### src/rtl/reg_file.sv
// reg_file: 2**ADDR_W x DATA_W general-purpose register file.
// Two combinational read ports (A, B) and one synchronous write port.
// There is no handshake: the write port takes a write on every rising
// edge where WE is high, and the read ports are always valid.
// Reset clears the storage asynchronously. While rst is high both read
// ports therefore return zero, and writes are ignored.
module reg_file #(
  parameter int DATA_W = 16,
  parameter int ADDR_W = 3,
  parameter int BYPASS = 0
) (
  input  logic              clk,
  input  logic              rst,
  input  logic [ADDR_W-1:0] addrA,
  input  logic [ADDR_W-1:0] addrB,
  output logic [DATA_W-1:0] outA,
  output logic [DATA_W-1:0] outB,
  input  logic [ADDR_W-1:0] inAddr,
  input  logic [DATA_W-1:0] inData,
  input  logic              WE
);

  localparam int DEPTH     = 2 ** ADDR_W;
  localparam bit useBypass = (BYPASS != 0);

  logic [DATA_W-1:0] regs [DEPTH];

  // Storage: async clear on rst, otherwise a single write per enabled edge.
  always_ff @(posedge clk or posedge rst) begin
    if (rst) begin
      for (int i = 0; i < DEPTH; i++) begin
        regs[i] <= '0;
      end
    end else if (WE) begin
      regs[inAddr] <= inData;
    end
  end

  // Read ports: zero-latency lookup. With forwarding enabled, a pending
  // write to the same address shows through before the edge. Forwarding
  // is suppressed during reset so that outputs stay at zero.
  always_comb begin
    outA = regs[addrA];
    outB = regs[addrB];
    if (useBypass && WE && !rst) begin
      if (addrA == inAddr) outA = inData;
      if (addrB == inAddr) outB = inData;
    end
  end

endmodule

### config.mk
export PLATFORM = sky130hd
export DESIGN_NAME = reg_file
export DESIGN_NICKNAME = d
export VERILOG_FILES = /design/src/rtl/reg_file.sv
export SDC_FILE = /design/constraint.sdc
export NUM_CORES = 1
export LEC_CHECK = 0
export CORE_UTILIZATION = 25
export DETAILED_ROUTE_END_ITERATION = 12
export MAX_ROUTING_LAYER = met4
export PLACE_DENSITY = 0.43
export SLEW_MARGIN = 20
export SYNTH_ARGS = -nofsm -noshare
export SYNTH_HDL_FRONTEND = slang
export SYNTH_SLANG_ARGS = --single-unit
### constraint.sdc
create_clock -name clk -period 10.9 [get_ports clk]
set_input_delay 1.09 -clock clk [delete_from_list [all_inputs] [get_ports clk]]
set_output_delay 1.09 -clock clk [all_outputs]
set_load 0.01 [all_outputs]
==> summary.txt <==
Run status
  – Status: complete, no violations

CTS
  – # H-tree levels: 4
  – CTS max path bufs: 2
  – CTS sink cnt: 128
  – CTS tree: done
  – CTS clk-pin slew, worst paths: 0.06 ns
  – Clock Latency Late Sink: 0.41 ns
  – Root buffer cell: clkbuf_16
  – Hold Buf Count CTS: 0
  – Num CTS Buffers: 17
  – CTS resizes: 0
  – Post-CTS Repair Setup Buffers: 0

Worst setup path
  – Crit Path Max Fanout: 32
  – Crit start category: input pin
  – CP Capture Type: output pin
  – WP data required: 9.81 ns
  – WS Path Type: input pin to output pin
  – Crit path DAT: 3.12 ns
  – Reg2reg setup slack: 10.10 ns

STA
  – Worst Tran Pin Value: 0.986 ns
  – Rel. slew slack: 34.0%
  – Fmax: 238 MHz
  – Clk_skew: 0 ns
  – Final hold violation count: 0
  – RSZ-0062 raised after global routing: false
  – Period utilisation layout: 38.6%
  – Final worst slack: 6.69 ns
  – Pins Over Slew Limit: 0
  – Setup-failing EPs final: 0
  – Crit path time final: 4.21 ns
  – Setup TNS: 0 ns
  – Worst hold slack: 0.501 ns

Placed design
  – Placed wire-length estimate: 10,400 um
  – DP Area: 7900 um^2
  – Port bufs: 59
  – RePlAce Congestion: 0.677
  – Placement Setup Slack: 6.64 ns
  – Cells after DPL: 808

Logic synthesis
  – Flops & latches, synth: 128
  – Yosys warns: 0
  – Mapped Avg Cell Area: 17.8 um^2
  – Synth Instances: 396
  – Post-synth EDFFs: 0
  – Syn_nets: 424
  – Post-synthesis sequential area ratio: 45.5%
  – Synthesized area: 7040 um^2
  – Post-synthesis async set-or-reset flop share: 100%
  – Most common cell in the netlist: mux2_2
  – Leading cell types by count after synthesis: 150 x mux2_2, 128 x dfrtp_1, 46 x mux4_1
  – Share of the synthesized area in the top cell type: 45.5%
  – Yosys top cell by area: dfrtp_1
  – Largest cells by area after synthesis: dfrtp_1 46%, mux2_2 24%, mux4_1 17%, mux4_2 5.8%, mux2_1 1.6%
  – Ys flop type: dfrtp_1
  – Post-synthesis cell type count: 16

Floorplanning
  – Core Rows: 61
  – Die H: 170 um
  – Core area: 27,700 um^2
  – IO Count: 60
  – Die ar.: 28,800 um^2
  – DIE WIDTH: 170 um
  – Initial Util: 25.4%

Final layout
  – Fin nets: 477
  – Max reg flops: 128
  – Largest regs: regs x128
  – Area of the multi-input gates: 3570 um^2
  – Final Util: 30.8%
  – Biggest register: regs
  – Filler cells: 2,706
  – Fin area: 8520 um^2
  – P&R area growth vs syn: 21.1%
  – FF+latch area: 3200 um^2
  – Non-filler cells, final: 840
  – N_diodes: 0
  – Share of layout cells above drive strength 1: 48.5%

Global routing
  – First-pass GRT wire length: 28,000 um
  – GRT Util Overall: 13.9%
  – Largest net degree at the start of global routing: 73
  – Vias in the first global route: 4,485
  – Gr ovfl total: 0
  – Initial antenna violation count: 0

Route
  – Routed Wire Length: 18,300 um
  – Antenna Violating Nets Remaining: 0
  – DR DRC count: 0
  – TritonRoute pass-1 iters: 4
  – WL/cell: 21.8 um
  – Initial drt markers: 168
  – Vias: 3,997
  – Avg Vias per Cell: 4.76

Power and ir drop
  – PwrDens: 194 nW/um^2
  – Overall Power: 1.65 mW
  – VDD IR max: 0.0000841 V
  – Lkg Pwr: 3.49 nW

Hold path
  – Worst hold path type: flop to flop

Job
  – Max cap viols: 0
==> cells in the final DEF (no fill, tap or decap) <==
| cell | count |
|---|---|
| mux4_2 | 18 |
| buf_2 | 5 |
| mux2_2 | 150 |
| bufinv_16 | 4 |
| inv_4 | 1 |
| mux2_1 | 10 |
| nand4b_2 | 3 |
| clkbuf_16 | 17 |
| nand4_2 | 1 |
| nor4b_4 | 1 |
| mux4_1 | 46 |
| clkdlybuf4s50_1 | 54 |
| buf_4 | 10 |
| nor4bb_4 | 3 |
| clkinvlp_4 | 3 |
| clkbuf_8 | 1 |
| clkinv_2 | 4 |
| clkinv_4 | 2 |
| inv_6 | 1 |
| dfrtp_1 | 128 |
==> cell families after synthesis <==
logic type	count (synthesis)	share of synthesized area (%)
buffers and inverters	36	4.36
flip-flops	128	45.5
AND/OR/NAND/NOR	8	1.58
multiplexers	224	48.5
==> final cells by class <==
type | instances | share of cell area, %
clock buffer | 18 | 5.15
timing repair buffer | 69 | 7.52
tap | 378 | 5.55
inverter | 1 | 0.0734
multi-input combinational | 232 | 41.9
sequential | 128 | 37.6
clock inverter | 14 | 2.22
==> final timing paths <==
kind	start	endpoint	depth (start not counted)
worst max register to register	regs[127]	regs[127]	1
worst min register to register	regs[113]	regs[113]	1
max in group asynchronous	rst	regs[95]	3
worst min-delay path	regs[113]	regs[113]	1
min in group asynchronous	rst	regs[93]	2
worst max-delay path	addrB[0]	outB[14]	5
==> layer usage <==
layer	wire length (um)	GRT usage [%]	part of all wire [%]	up-vias
met2	9540	23.8	52	94
met3	576	2.94	3.1	19
met4	285	4.58	1.6	0
met5	0	-	0	-
li1	-	-	-	1715
met1	7910	16.3	43	2169
==> worst max-delay path, stage by stage <==
cell             delay, ns
buf_2                 0.08
buf_4                 0.50
mux4_1                0.63
mux2_2                0.30
clkdlybuf4s50_1       0.50
==> power breakdown <==
| group | internal (mW) | switching (mW) |
|---|---|---|
| logic | 0.262 | 0.137 |
| registers | 0.581 | 0.0705 |
| clock network | 0.388 | 0.214 |
| total | 1.23 | 0.422 |
Note: power is estimated with default switching activity, not from simulation.
